==> config.mk <==
export PLATFORM = sky130hd
export DESIGN_NAME = instr_encoder_flat
export DESIGN_NICKNAME = d
export VERILOG_FILES = /design/src/rtl/instr_encoder_if.sv /design/src/rtl/instr_encoder.sv /design/src/flat_wrapper.sv
export SDC_FILE = /design/constraint.sdc
export NUM_CORES = 1
export LEC_CHECK = 0
export ABC_AREA = 0
export CORE_MARGIN = 1.5
export CORE_UTILIZATION = 45
export CTS_BUF_LIST = sky130_fd_sc_hd__clkbuf_2
export DETAILED_ROUTE_END_ITERATION = 10
export GPL_ROUTABILITY_DRIVEN = 0
export PLACE_DENSITY = 0.74
export SLEW_MARGIN = 15
export SYNTH_ARGS = -nofsm -noshare
export SYNTH_HDL_FRONTEND = slang
export SYNTH_SLANG_ARGS = --single-unit
export TNS_END_PERCENT = 50
==> constraint.sdc <==
create_clock -name clk -period 3.45 [get_ports clk]
set_input_delay 0.345 -clock clk [delete_from_list [all_inputs] [get_ports clk]]
set_output_delay 0.345 -clock clk [all_outputs]
set_load 0.01 [all_outputs]
==> src/rtl/instr_encoder_if.sv <==
// Request/response bundle for the RV32I instruction encoder.
// The encoder uses the slave view and its feeder/consumer use the master view.
interface instr_encoder_if #(
  parameter int AW = 10
);
  logic          clear;
  logic          in_valid;
  logic          in_ready;
  logic [2:0]    fmt;
  logic [6:0]    opcode;
  logic [4:0]    rd;
  logic [4:0]    rs1;
  logic [4:0]    rs2;
  logic [2:0]    funct3;
  logic [6:0]    funct7;
  logic [31:0]   imm;
  logic          out_valid;
  logic          out_ready;
  logic [31:0]   out_instr;
  logic [AW-1:0] out_addr;
  logic          err_pulse;
  logic [7:0]    err_count;

  modport master (
    output clear, in_valid, fmt, opcode, rd, rs1, rs2, funct3, funct7, imm, out_ready,
    input  in_ready, out_valid, out_instr, out_addr, err_pulse, err_count
  );

  modport slave (
    input  clear, in_valid, fmt, opcode, rd, rs1, rs2, funct3, funct7, imm, out_ready,
    output in_ready, out_valid, out_instr, out_addr, err_pulse, err_count
  );
endinterface

==> src/rtl/instr_encoder.sv <==
// Streaming RV32I encoder: swizzles the immediate per format, rejects out-of-range
// immediates, and queues legal words in a small FIFO with a running word address.
module instr_encoder #(
  parameter int DEPTH     = 2,
  parameter int AW        = 10,
  parameter int BASE_ADDR = 0
) (
  input  logic           clk,
  input  logic           n_rst,
  instr_encoder_if.slave bus
);
  localparam int              PW   = (DEPTH > 1) ? $clog2(DEPTH) : 1;
  localparam logic [AW-1:0]   BASE = AW'(BASE_ADDR);
  localparam logic [PW:0]     FULL = (PW+1)'(DEPTH);

  logic [31:0]   mem [DEPTH];
  logic [PW-1:0] wr_ptr, rd_ptr;
  logic [PW:0]   cnt;
  logic [AW-1:0] addr;
  logic          err_q;
  logic [7:0]    err_cnt;

  logic [31:0] word;
  logic        rej, acc, push, pop;
  logic        sx12, sx13, sx21;

  // An immediate fits N signed bits when everything from bit N-1 upward is a copy of one bit.
  assign sx12 = (&bus.imm[31:11]) | ~(|bus.imm[31:11]);
  assign sx13 = (&bus.imm[31:12]) | ~(|bus.imm[31:12]);
  assign sx21 = (&bus.imm[31:20]) | ~(|bus.imm[31:20]);

  always_comb begin
    word = '0;
    rej  = 1'b0;
    case (bus.fmt)
      3'd0: word = {bus.funct7, bus.rs2, bus.rs1, bus.funct3, bus.rd, bus.opcode};
      3'd1: begin
        word = {bus.imm[11:0], bus.rs1, bus.funct3, bus.rd, bus.opcode};
        rej  = ~sx12;
      end
      3'd2: begin
        word = {bus.imm[11:5], bus.rs2, bus.rs1, bus.funct3, bus.imm[4:0], bus.opcode};
        rej  = ~sx12;
      end
      3'd3: begin
        word = {bus.imm[12], bus.imm[10:5], bus.rs2, bus.rs1, bus.funct3,
                bus.imm[4:1], bus.imm[11], bus.opcode};
        rej  = ~sx13 | bus.imm[0];
      end
      3'd4: begin
        word = {bus.imm[31:12], bus.rd, bus.opcode};
        rej  = |bus.imm[11:0];
      end
      3'd5: begin
        word = {bus.imm[20], bus.imm[10:1], bus.imm[11], bus.imm[19:12], bus.rd, bus.opcode};
        rej  = ~sx21 | bus.imm[0];
      end
      default: rej = 1'b1;
    endcase
  end

  // No pass-through: a full FIFO refuses even when the head pops this cycle.
  assign bus.in_ready  = (cnt != FULL);
  assign bus.out_valid = |cnt;
  assign bus.out_instr = mem[rd_ptr];
  assign bus.out_addr  = addr;
  assign bus.err_pulse = err_q;
  assign bus.err_count = err_cnt;

  assign acc  = bus.in_valid & bus.in_ready & ~bus.clear;
  assign push = acc & ~rej;
  assign pop  = bus.out_valid & bus.out_ready & ~bus.clear;

  always_ff @(posedge clk or negedge n_rst) begin
    if (!n_rst) begin
      for (int i = 0; i < DEPTH; i++) mem[i] <= '0;
      wr_ptr  <= '0;
      rd_ptr  <= '0;
      cnt     <= '0;
      addr    <= BASE;
      err_q   <= 1'b0;
      err_cnt <= '0;
    end else if (bus.clear) begin
      wr_ptr  <= '0;
      rd_ptr  <= '0;
      cnt     <= '0;
      addr    <= BASE;
      err_q   <= 1'b0;
      err_cnt <= '0;
    end else begin
      if (push) begin
        mem[wr_ptr] <= word;
        wr_ptr      <= wr_ptr + PW'(1);
      end
      if (pop) begin
        rd_ptr <= rd_ptr + PW'(1);
        addr   <= addr + AW'(1);
      end
      cnt   <= cnt + (PW+1)'(push) - (PW+1)'(pop);
      err_q <= acc & rej;
      if (acc && rej && err_cnt != 8'hFF) err_cnt <= err_cnt + 8'd1;
    end
  end
endmodule

==> src/flat_wrapper.sv <==
// flat-port wrapper written by rule: the top's interface ports become plain ports
module instr_encoder_flat 
#(
  parameter int DEPTH     = 2,
  parameter int AW        = 10,
  parameter int BASE_ADDR = 0
)
  (clk, n_rst, bus_clear, bus_in_valid, bus_fmt, bus_opcode, bus_rd, bus_rs1, bus_rs2, bus_funct3, bus_funct7, bus_imm, bus_out_ready, bus_in_ready, bus_out_valid, bus_out_instr, bus_out_addr, bus_err_pulse, bus_err_count);
  instr_encoder_if #(.AW(AW)) bus_i ();
  input  logic clk;
  input  logic n_rst;
  input wire logic [$bits(bus_i.clear)-1:0] bus_clear;
  input wire logic [$bits(bus_i.in_valid)-1:0] bus_in_valid;
  input wire logic [$bits(bus_i.fmt)-1:0] bus_fmt;
  input wire logic [$bits(bus_i.opcode)-1:0] bus_opcode;
  input wire logic [$bits(bus_i.rd)-1:0] bus_rd;
  input wire logic [$bits(bus_i.rs1)-1:0] bus_rs1;
  input wire logic [$bits(bus_i.rs2)-1:0] bus_rs2;
  input wire logic [$bits(bus_i.funct3)-1:0] bus_funct3;
  input wire logic [$bits(bus_i.funct7)-1:0] bus_funct7;
  input wire logic [$bits(bus_i.imm)-1:0] bus_imm;
  input wire logic [$bits(bus_i.out_ready)-1:0] bus_out_ready;
  output wire logic [$bits(bus_i.in_ready)-1:0] bus_in_ready;
  output wire logic [$bits(bus_i.out_valid)-1:0] bus_out_valid;
  output wire logic [$bits(bus_i.out_instr)-1:0] bus_out_instr;
  output wire logic [$bits(bus_i.out_addr)-1:0] bus_out_addr;
  output wire logic [$bits(bus_i.err_pulse)-1:0] bus_err_pulse;
  output wire logic [$bits(bus_i.err_count)-1:0] bus_err_count;
  assign bus_i.clear = bus_clear;
  assign bus_i.in_valid = bus_in_valid;
  assign bus_i.fmt = bus_fmt;
  assign bus_i.opcode = bus_opcode;
  assign bus_i.rd = bus_rd;
  assign bus_i.rs1 = bus_rs1;
  assign bus_i.rs2 = bus_rs2;
  assign bus_i.funct3 = bus_funct3;
  assign bus_i.funct7 = bus_funct7;
  assign bus_i.imm = bus_imm;
  assign bus_i.out_ready = bus_out_ready;
  assign bus_in_ready = bus_i.in_ready;
  assign bus_out_valid = bus_i.out_valid;
  assign bus_out_instr = bus_i.out_instr;
  assign bus_out_addr = bus_i.out_addr;
  assign bus_err_pulse = bus_i.err_pulse;
  assign bus_err_count = bus_i.err_count;
  instr_encoder #(.DEPTH(DEPTH), .AW(AW), .BASE_ADDR(BASE_ADDR)) u_core (.clk(clk), .n_rst(n_rst), .bus(bus_i));
endmodule
* After elaboration in Yosys (flattened, before gate mapping) *
Cells that the tools add are included.

storage, ports and cells
  register bits after elaboration = 87
  bits in latches = 0
  bits in writable memories = 0
  ROM bits = 0
  input port bits = 72
  output and inout bits = 53
  logic and storage cells = 80
  memories kept = 0

cells by class
  add/subtract/negate cells = 6
  $mul = 0
  divide/modulo/power cells = 0
  $lt $le $gt $ge = 3
  eq/ne operators = 7
  shift operators = 0
  muxes and demuxes = 18
  bitwise operators = 21
  reductions and logical operators = 17

operators by type and width
  kind                                                      number
  case mux 32 bit (6 select lines)                          1
  two-way mux 32 bit                                        4
  bitwise mux 64 bit                                        1
  demux 32 bit (select 1 bit)                               1
  OR reduction 12 bit                                       2
  AND reduction 21 bit                                      1
  OR reduction 21 bit                                       1
  two-way mux 10 bit                                        2
  AND reduction 20 bit                                      1
  OR reduction 20 bit                                       1
  two-way mux 8 bit                                         2
  AND reduction 12 bit                                      1
  adder 10 x 1 -> 10 bit, second input constant             1
  adder 8 x 1 -> 8 bit, second input constant               1
  != test 8 bit, second input constant                      1
  NOT 1 bit                                                 8
  bitwise AND 1 bit                                         6
  == test 3 x 2 -> 1 bit, second input constant             2
  == test 3 bit, second input constant                      2
  nonzero test 2 bit                                        3
  two-way mux 1 bit                                         5
  bitwise OR 1 bit                                          5
  case mux 1 bit (5 select lines)                           1
  greater-or-equal comparator 2 bit, second input constant  2
  other kinds (12)                                          17

* Longest topological paths before layout *
Gate-level depths: netlist of run 1.

  depth after elaboration = 11
  gate-level depth with buffers = 9
  mapped depth without buffers = 8

* Least setup slack after synthesis of run 1 *
OpenSTA, ideal clock, no wires.

  path type = input -> register
  start point = in bus_fmt[1]
  end point = reg u_core.mem[35] in the netlist's numbering
  setup time = 0.125 ns
  arrival = 2.094 ns
  required time = 3.325 ns
  slack = 1.231 ns
  stages = 9
  buffers on the path = 3
  path through = buf_2 nor2b_1 o21ai_0 a31o_1 o221ai_2 or3_1 buf_2 buf_6 mux2_4

between the ends
  cells in the longest elaborated chain, start to end = 6
  elaborated cells on any way between the ends = 13
  those cells by class = 5 x eq/ne; 3 x mux; 2 x bitwise; 3 x reduce/logical

RTL lines
  what                                                                     line                 RTL
  start, declared                                                          flat_wrapper.sv:14   input wire logic [$bits(bus_i.fmt)-1:0] bus_fmt;
  == test 3 x 1 -> 1 bit / == test 3 x 2 -> 1 bit (equally long branches)  instr_encoder.sv:35  case (bus.fmt)
  OR reduction 2 bit (no line)                                             -
  case mux 1 bit (5 select lines)                                          instr_encoder.sv:35
  NOT 1 bit                                                                instr_encoder.sv:71  assign push = acc & ~rej;
  bitwise AND 1 bit                                                        instr_encoder.sv:71
  AND reduction 2 bit (no line)                                            -
  end signal, assigned by index                                            instr_encoder.sv:92  mem[wr_ptr] <= word;
  end, declared                                                            instr_encoder.sv:16  logic [31:0] mem [DEPTH];

Several ways; a longest one is shown, not always the timed one.
A chain may end at the register's enable or synchronous reset.

* Worst setup path after layout of run 1 *
  start point = reg u_core.rd_ptr
  end point = out bus_out_instr[31]

between the ends
  cells in the longest elaborated chain, start to end = 4

RTL lines
  what                                                    line                 RTL
  start, declared                                         instr_encoder.sv:17  logic [PW-1:0] wr_ptr, rd_ptr;
  start signal, assigned                                  instr_encoder.sv:96  rd_ptr <= rd_ptr + PW'(1);
  NOT 1 -> 2 bit (implied by the code)                    instr_encoder.sv:65  assign bus.out_instr = mem[rd_ptr];
  two-way mux 32 bit (implied by the code) (3 in series)  instr_encoder.sv:65
  end, declared                                           flat_wrapper.sv:25   output wire logic [$bits(bus_i.out_instr)-1:0] bus_out_instr;

No other way between the ends. The select of a mux whose other input is x is not followed.

==> results.py, run 1 <==
metrics = {
    "setup_path": {
        "crit_type": "reg2out",
        "cp-end-kind": "output port",
        "crit_family": "buffers and inverters",
        "required_ps": 3110,
        "worst_path_max_delay_cell": "dfrtp_1",
        "path_buf_inv": 2,
        "cp_cell_sequence": "buf_4 -> mux2_2 -> clkdlybuf4s50_1",
        "path_max_fanout": 27,
        "cp-start-kind": "flip-flop",
        "max_stage_delay_ps": 550,
        "crit_arrival_ps": 2400,
    },
    "final_layout": {
        "nets": 648,
        "fillCellCount": 877,
        "finalCoreUtilization": 0.611,
        "area_growth_pct": 30.6,
        "antenna_cells": 0,
        "drive_gt1_frac": 0.228,
        "fin_area_sq_um": 6360,
    },
    "timing": {
        "fin_crit_sh": 0.795,
        "fmax_ghz": 0.365,
        "period_minus_slack_ps": 2740,
        "fin_tns_setup_ps": 0,
        "maxSlewViolCount": 0,
        "hold_slack_ps": 462,
        "hold_viol": 0,
        "rsz0062_at_grt": "no",
        "setup_viol": 0,
        "relSlewSlack": 0.361,
        "tightestPinTransition_ps": 958,
        "clock_skew_ps": 20.5,
        "setup_ws_ps": 707,
    },
    "synthesis": {
        "netlist_area_sq_um": 4870,
        "ys_types": 45,
        "synthCells": 449,
        "synth_edf_count": 0,
        "yosysTopAreaCell": "dfrtp_1",
        "synth.top_cell.area_share": 0.447,
        "synth_seq_area_share": 0.447,
        "synth_common_cells": "87 x dfrtp_1, 67 x mux2_2, 35 x nand2_1, 31 x o21ai_0, 29 x mux2_4",
        "async_reset_ff_frac": 1.00,
        "synth.most_common_cell": "dfrtp_1",
        "avgSynthCellArea_sq_um": 10.9,
        "synth_nets": 525,
        "synth_top_flop_cell": "dfrtp_1",
        "ys_ff_latch": 87,
        "yosys_warnings": 0,
        "synth.area.top_cells": "dfrtp_1 45%, mux2_2 15%, mux2_4 8.9%",
    },
    "power_and_ir_drop": {
        "irDropWorstVdd_mv": 0.195,
        "p_leak_nw": 2.83,
        "power_density_nw_per_um2": 454,
    },
    "placement": {
        "place_hpwl_microns": 8620,
        "dp_slack_ps": 188,
        "portBuffers": 124,
        "post_dp_cell_area_sq_um": 6280,
    },
    "outcome": {
        "status": "complete, no violations",
    },
    "clocking": {
        "postCtsResizedCells": 0,
        "cts_tree": "yes",
        "cts-root-buf": "clkbuf_2",
        "insertion_delay_ps": 520,
        "cts.sinks": 87,
        "cts_buffer_depth": 2,
        "h-tree-depth": 3,
        "cts_buffers": 9,
        "clk_pin_slew_ps": 220,
    },
    "global_route": {
        "grt_pass1_wl_microns": 19400,
        "grt_max_degree": 78,
        "grt_pass1_vias": 3875,
        "grt_overflow": 0,
        "antenna_found_initial": 0,
        "grt_util_all_layers": 0.214,
    },
    "die": {
        "start_util": 0.468,
        "ioPinCount": 125,
        "coreArea_sq_um": 10400,
        "die-area_sq_um": 11500,
        "die_h_microns": 107,
        "num_rows": 37,
        "dieWidth_microns": 107,
    },
    "min_path": {
        "hold_class": "in2async",
    },
    "detailed_routing": {
        "drtAntennaViolNets": 0,
        "dr_total_vias": 3861,
        "first_pass_iters": 5,
        "viasPerCell": 5.43,
        "drt_iter0_drc": 179,
        "drcViolationCount": 0,
        "route.detailed.wl_per_inst_microns": 16.4,
        "drt_wl_total_microns": 11700,
    },
    "run": {
        "cap_violations": 0,
    },
}
## metal layers
metal  GRT usage  up-vias  part of all wire
met4      0.0829        0             0.020
met1       0.285     1872              0.44
met3      0.0261       16             0.053
met5           0        -                 0
li1            -     1833                 -
met2       0.354      140              0.49
## timing repair
item / in CTS / in global routing
endpoints found under the setup margin: 0 / 0
hold endpoints to repair: 76 / 0
hold buffers: 1 / 0
setup buffers: 0 / 0
## cell type report
type	count	area (sq um)	share of cell area
repair buffers	137	1360	0.214
flip-flops and latches	87	2180	0.342
clock inverters	5	26.3	0.00413
clock buffers	9	45.0	0.00708
well taps	136	170	0.0267
inverters	21	78.8	0.0124
multi-input cells	316	2500	0.393
## cells in the final DEF (no fill, tap or decap), types with 7 or more instances in the layout
master / count
nor2_1: 25
nand4_1: 11
mux2i_1: 9
dfrtp_1: 87
xor2_1: 7
buf_4: 11
clkdlybuf4s50_1: 123
mux2_2: 67
nand2_1: 35
o21ai_0: 31
and2_1: 7
nor2b_1: 9
a21oi_1: 22
clkbuf_2: 9
inv_1: 21
mux2_4: 29
nand3_1: 7
## sequential cells by signal, indices dropped and copies added (netlist names)
name                  count
u_core.bus.out_addr      10
u_core.cnt                2
u_core.wr_ptr             1
u_core.mem               64
u_core.rd_ptr             1
u_core.bus.err_count      8
u_core.bus.err_pulse      1
## where the power goes
group          internal [mW]  total (mW)  switching [mW]
Clock                 0.0833       0.422           0.339
Sequential              1.24        1.37           0.126
Combinational          0.703        1.10           0.395
Total                   2.03        2.89           0.860
## cell families after synthesis
group                      count (synthesis)  synth area share
AOI/OAI and AO/OA                         72            0.0868
xor gates and xnor gates                  10            0.0180
buffers and inverters                     46            0.0413
muxes                                    106             0.265
and+or+nand+nor                          124             0.132
adders and majority gates                  4            0.0103
DFF                                       87             0.447
## metrics by stage
stage / std cells / total power [mW]
after floorplan: 449 / 1.97
after global placement: 696 / 2.46
after detailed placement: 696 / 2.49
after CTS: 711 / 2.92
after global routing: 711 / 3.07
final: 711 / 2.89
## path summary, 6_finish.rpt
| kind | slack, ps | endpoint | startpoint | depth (start not counted) |
|---|---|---|---|---|
| max | 710 | bus_out_instr[31] | u_core.rd_ptr$_DFFE_PN0P_ | 3 |
| min | 460 | u_core.mem[16]$_DFFE_PN0P_ | n_rst | 2 |
| max reg2reg | 1080 | u_core.bus.err_count[7]$_DFFE_PN0P_ | u_core.bus.err_count[0]$_DFFE_PN0P_ | 6 |
| min reg2reg | 520 | u_core.mem[7]$_DFFE_PN0P_ | u_core.mem[7]$_DFFE_PN0P_ | 1 |
| max in group asynchronous | 2260 | u_core.mem[57]$_DFFE_PN0P_ | n_rst | 3 |
| min in group clk | 520 | u_core.mem[7]$_DFFE_PN0P_ | u_core.mem[7]$_DFFE_PN0P_ | 1 |
Power figures use the tool's default switching activity.
==> inputs of run 2 (changes only) <==
clock period = 2.6 ns   (was 3.45 ns; I/O delays follow)
==> results.py, run 2 (synthesized netlist as in run 1, its figures left out) <==
metrics = {
    "timing": {
        "hold_viol": 0,
        "relSlewSlack": 0.458,
        "setup_viol": 0,
        "period_minus_slack_ps": 2440,
        "tightestPinTransition_ps": 813,
        "clock_skew_ps": 39.0,
        "setup_ws_ps": 157,
        "fin_crit_sh": 0.940,
        "fin_tns_setup_ps": 0,
        "fmax_ghz": 0.409,
        "maxSlewViolCount": 0,
        "hold_slack_ps": 263,
        "rsz0062_at_grt": "no",
    },
    "setup_path": {
        "cp-start-kind": "flip-flop",
        "cp-end-kind": "output port",
        "ff2ff_path_depth": 8,
        "crit_type": "reg2out",
        "r2r-start": "u_core.cnt[0]$_DFF_PN0_",
        "rrSetupSlack_ps": 670,
        "crit_arrival_ps": 2180,
        "r2r_end": "u_core.bus.err_count[5]$_DFFE_PN0P_",
        "path_max_fanout": 27,
        "required_ps": 2340,
    },
    "die": {
        "dieWidth_microns": 107,
        "die-area_sq_um": 11500,
        "die_h_microns": 107,
        "num_rows": 37,
        "coreArea_sq_um": 10400,
        "start_util": 0.468,
        "ioPinCount": 125,
    },
    "outcome": {
        "status": "complete, no violations",
    },
    "power_and_ir_drop": {
        "power.total_mw": 4.09,
        "p_leak_nw": 2.98,
        "power_density_nw_per_um2": 615,
        "irDropWorstVdd_mv": 0.300,
    },
    "final_layout": {
        "area_growth_pct": 36.2,
        "layout_common_cells": "123 x clkdlybuf4s50_1, 86 x dfrtp_1, 67 x mux2_2",
        "finalCoreUtilization": 0.637,
        "drive_gt1_frac": 0.267,
        "final_common_cell": "clkdlybuf4s50_1",
        "largest-register": "u_core.mem",
        "largest_register_ffs": 64,
        "fin_area_sq_um": 6640,
        "nets": 673,
        "fin_cells": 739,
    },
    "detailed_routing": {
        "route.detailed.wl_per_inst_microns": 16.6,
        "drt_wl_total_microns": 12300,
        "viasPerCell": 5.42,
        "drcViolationCount": 0,
        "first_pass_iters": 4,
        "drt_iter0_drc": 179,
        "dr_total_vias": 4005,
        "drtAntennaViolNets": 0,
    },
    "global_route": {
        "grt_pass1_vias": 3979,
        "grt_overflow": 0,
        "grt_pass1_wl_microns": 19800,
        "grt_max_degree": 88,
        "grt_util_all_layers": 0.222,
        "antenna_found_initial": 1,
    },
    "placement": {
        "place_hpwl_microns": 9020,
        "dp_slack_ps": -150,
        "portBuffers": 124,
        "post_dp_cell_area_sq_um": 6500,
        "dp_cells": 721,
    },
    "clocking": {
        "h-tree-depth": 3,
        "cts-root-buf": "clkbuf_2",
        "cts_buffers": 9,
        "insertion_delay_ps": 560,
        "cts.sinks": 87,
        "cts_tree": "yes",
        "cts_buffer_depth": 2,
        "clk_pin_slew_ps": 270,
    },
    "run": {
        "cap_violations": 0,
    },
    "min_path": {
        "hold_class": "in2async",
    },
}
## run 2: cell types whose count changed in the layout (fill, tap and decap cells not counted), moves of 2 or more
cell      delta
buf_4       +22
clkinv_1     -2
clkinv_4     +2
buf_12       +2
clkinv_2     -2
## run 2: worst max path at each step
stage                                   start                         end  slack, ps
floorplan                          bus_fmt[1]  u_core.mem[35]$_DFFE_PN0P_        470
global placement                   bus_imm[1]  u_core.mem[47]$_DFFE_PN0P_       -130
detailed placement                bus_imm[18]  u_core.mem[42]$_DFFE_PN0P_       -150
CTS                 u_core.rd_ptr$_DFFE_PN0P_            bus_out_instr[9]         40
global route        u_core.rd_ptr$_DFFE_PN0P_           bus_out_instr[23]         60
finish              u_core.rd_ptr$_DFFE_PN0P_           bus_out_instr[23]        160
## run 2: final cells by class
cell class,instances,area [sq um]
inverter,21,78.8
multi-input combinational,316,2500
clock buffer,10,50.0
fill,840,3780
timing repair buffer,162,1580
sequential,87,2180
clock inverter,6,76.3
antenna,1,2.50
tap,136,170
## run 2: critical path, stage by stage (launching register included)
cell and delay, ps:
dfrtp_2 530, buf_12 240, mux2_2 360, clkdlybuf4s50_1 510
## run 2: power breakdown
group	leakage, nW	internal [mW]	switching, mW
Combinational	1.76	0.965	0.535
Sequential	1.14	1.65	0.169
Clock	0.0790	0.245	0.520
Total	2.98	2.86	1.22
## run 2: timing repair
item / CTS / global route
hold endpoints to repair: 87 / 0
gates resized for setup: 0 / 1
buffers inserted: 0 / 0
endpoints found under the setup margin: 0 / 26
hold buffers: 1 / 0
## run 2: layer usage
layer	track usage	up-vias	share of wire
met4	0.0857	0	0.023
met2	0.368	144	0.48
met3	0.0310	23	0.051
li1	-	1892	-
met1	0.295	1946	0.45
met5	0	-	0
==> inputs of run 3 (changes only) <==
CAP_MARGIN = 20   (was unset)
clock period = 3.1 ns   (was 2.6 ns; I/O delays follow)
==> results.py, run 3 (synthesized netlist as in run 1, its figures left out) <==
metrics = {
    "timing": {
        "tightestPinTransition_ps": 789,
        "period_minus_slack_ps": 2750,
        "rsz0062_at_grt": "no",
        "relSlewSlack": 0.474,
        "clock_skew_ps": 38.2,
        "maxSlewViolCount": 0,
        "fmax_ghz": 0.364,
        "fin_tns_setup_ps": 0,
        "setup_viol": 0,
        "fin_crit_sh": 0.887,
        "hold_viol": 0,
    },
    "setup_path": {
        "r2r_end": "u_core.bus.err_count[7]$_DFFE_PN0P_",
        "path_buf_inv": 2,
        "max_stage_delay_ps": 570,
        "worst_path_max_delay_cell": "dfrtp_1",
        "r2r-start": "u_core.bus.err_count[0]$_DFFE_PN0P_",
        "critPathCapture": "bus_out_instr[22]",
        "cp-start-kind": "flip-flop",
        "path_max_fanout": 27,
        "required_ps": 2790,
        "crit_arrival_ps": 2440,
        "ff2ff_path_depth": 6,
        "crit_family": "buffers and inverters",
        "critPathLaunch": "u_core.rd_ptr$_DFFE_PN0P_",
        "crit_cells": 3,
        "cp-end-kind": "output port",
        "cp_cell_sequence": "buf_4 -> mux2_2 -> clkdlybuf4s50_1",
        "crit_type": "reg2out",
        "rrSetupSlack_ps": 770,
    },
    "global_route": {
        "grt.met3_usage": 0.0462,
        "grt_max_degree": 88,
        "grt_pass1_vias": 3938,
        "grt_pass1_wl_microns": 19900,
        "grt_overflow": 0,
        "grt_util_all_layers": 0.221,
        "grt-busiest-layer": "met2",
        "antenna_found_initial": 0,
        "grt_use_met1": 0.289,
        "use_met2": 0.362,
    },
    "clocking": {
        "cts_buffer_depth": 2,
        "insertion_delay_ps": 540,
        "clk_pin_slew_ps": 250,
        "h-tree-depth": 3,
        "cts_buffers": 9,
        "cts.sinks": 87,
        "cts-root-buf": "clkbuf_2",
        "post_cts_buffers": 0,
        "cts_tree": "yes",
    },
    "detailed_routing": {
        "viasPerCell": 5.43,
        "drt_wl_total_microns": 11900,
        "first_pass_iters": 4,
        "dr_total_vias": 3876,
        "route.detailed.wl_per_inst_microns": 16.7,
        "drt_iter0_drc": 211,
        "drtAntennaViolNets": 0,
        "drcViolationCount": 0,
    },
    "power_and_ir_drop": {
        "power_density_nw_per_um2": 513,
        "irDropWorstVdd_mv": 0.318,
        "p_leak_nw": 2.84,
    },
    "min_path": {
        "hold_class": "in2async",
    },
    "final_layout": {
        "drive_gt1_frac": 0.234,
        "fin_area_sq_um": 6390,
        "nets": 649,
        "final_common_cell": "clkdlybuf4s50_1",
        "layout_common_cells": "123 x clkdlybuf4s50_1, 87 x dfrtp_1, 67 x mux2_2",
        "antenna_cells": 0,
        "largest-register": "u_core.mem",
        "largest_register_ffs": 64,
        "area_growth_pct": 31.0,
    },
    "outcome": {
        "status": "complete, no violations",
    },
    "run": {
        "cap_violations": 0,
    },
    "die": {
        "dieWidth_microns": 107,
        "die-area_sq_um": 11500,
        "ioPinCount": 125,
        "start_util": 0.468,
        "coreArea_sq_um": 10400,
        "die_h_microns": 107,
        "num_rows": 37,
    },
    "placement": {
        "post_dp_cell_area_sq_um": 6280,
        "portBuffers": 124,
        "place_hpwl_microns": 8800,
    },
}
[run 3: report_power, final]
part | switching (mW) | leakage [nW] | internal, mW | total, mW
logic | 0.447 | 1.63 | 0.783 | 1.23
registers | 0.143 | 1.14 | 1.39 | 1.53
clock network | 0.401 | 0.0643 | 0.115 | 0.516
[run 3: worst min path at each step]
| stage | endpoint | slack [ps] | cells past startpoint |
|---|---|---|---|
| finish | u_core.mem[49]$_DFFE_PN0P_ | 320 | 2 |
| global route | u_core.bus.out_addr[3]$_DFFE_PN0P_ | 330 | 2 |
| CTS | u_core.bus.out_addr[1]$_DFFE_PN0P_ | 420 | 4 |
| detailed placement | u_core.mem[7]$_DFFE_PN0P_ | 480 | 1 |
| global placement | u_core.mem[7]$_DFFE_PN0P_ | 460 | 1 |
| floorplan | u_core.bus.err_count[0]$_DFFE_PN0P_ | 10 | 0 |
[run 3: repair_timing]
action / CTS / global route
hold endpoints to repair: 87 / 0
hold buffers: 1 / 0
resized for setup: 0 / 0
[run 3: per-layer routing]
layer / wire length [microns] / share of wire
met5: 0 / 0
met1: 5140 / 0.43
met2: 5820 / 0.49
met3: 649 / 0.054
met4: 314 / 0.026
[run 3: layout make-up]
| type | count | area (sq um) |
|---|---|---|
| clock buffer | 10 | 50.0 |
| clock inverter | 6 | 43.8 |
| fill | 879 | 4030 |
| inverter | 21 | 78.8 |
| multi-input combinational | 316 | 2500 |
| sequential | 87 | 2180 |
| tap | 136 | 170 |
| timing repair buffer | 138 | 1360 |
[run 3: stage by stage]
step	worst slack (ps)	total power, mW	std cells	util	hold slack [ps]
global placement	248	2.74	697	0.603	465
global route	170	3.47	714	0.613	327
detailed placement	188	2.78	697	0.603	479
floorplan	916	2.19	449	-	14.4
CTS	276	3.30	714	0.613	421
finish	350	3.27	714	0.613	317
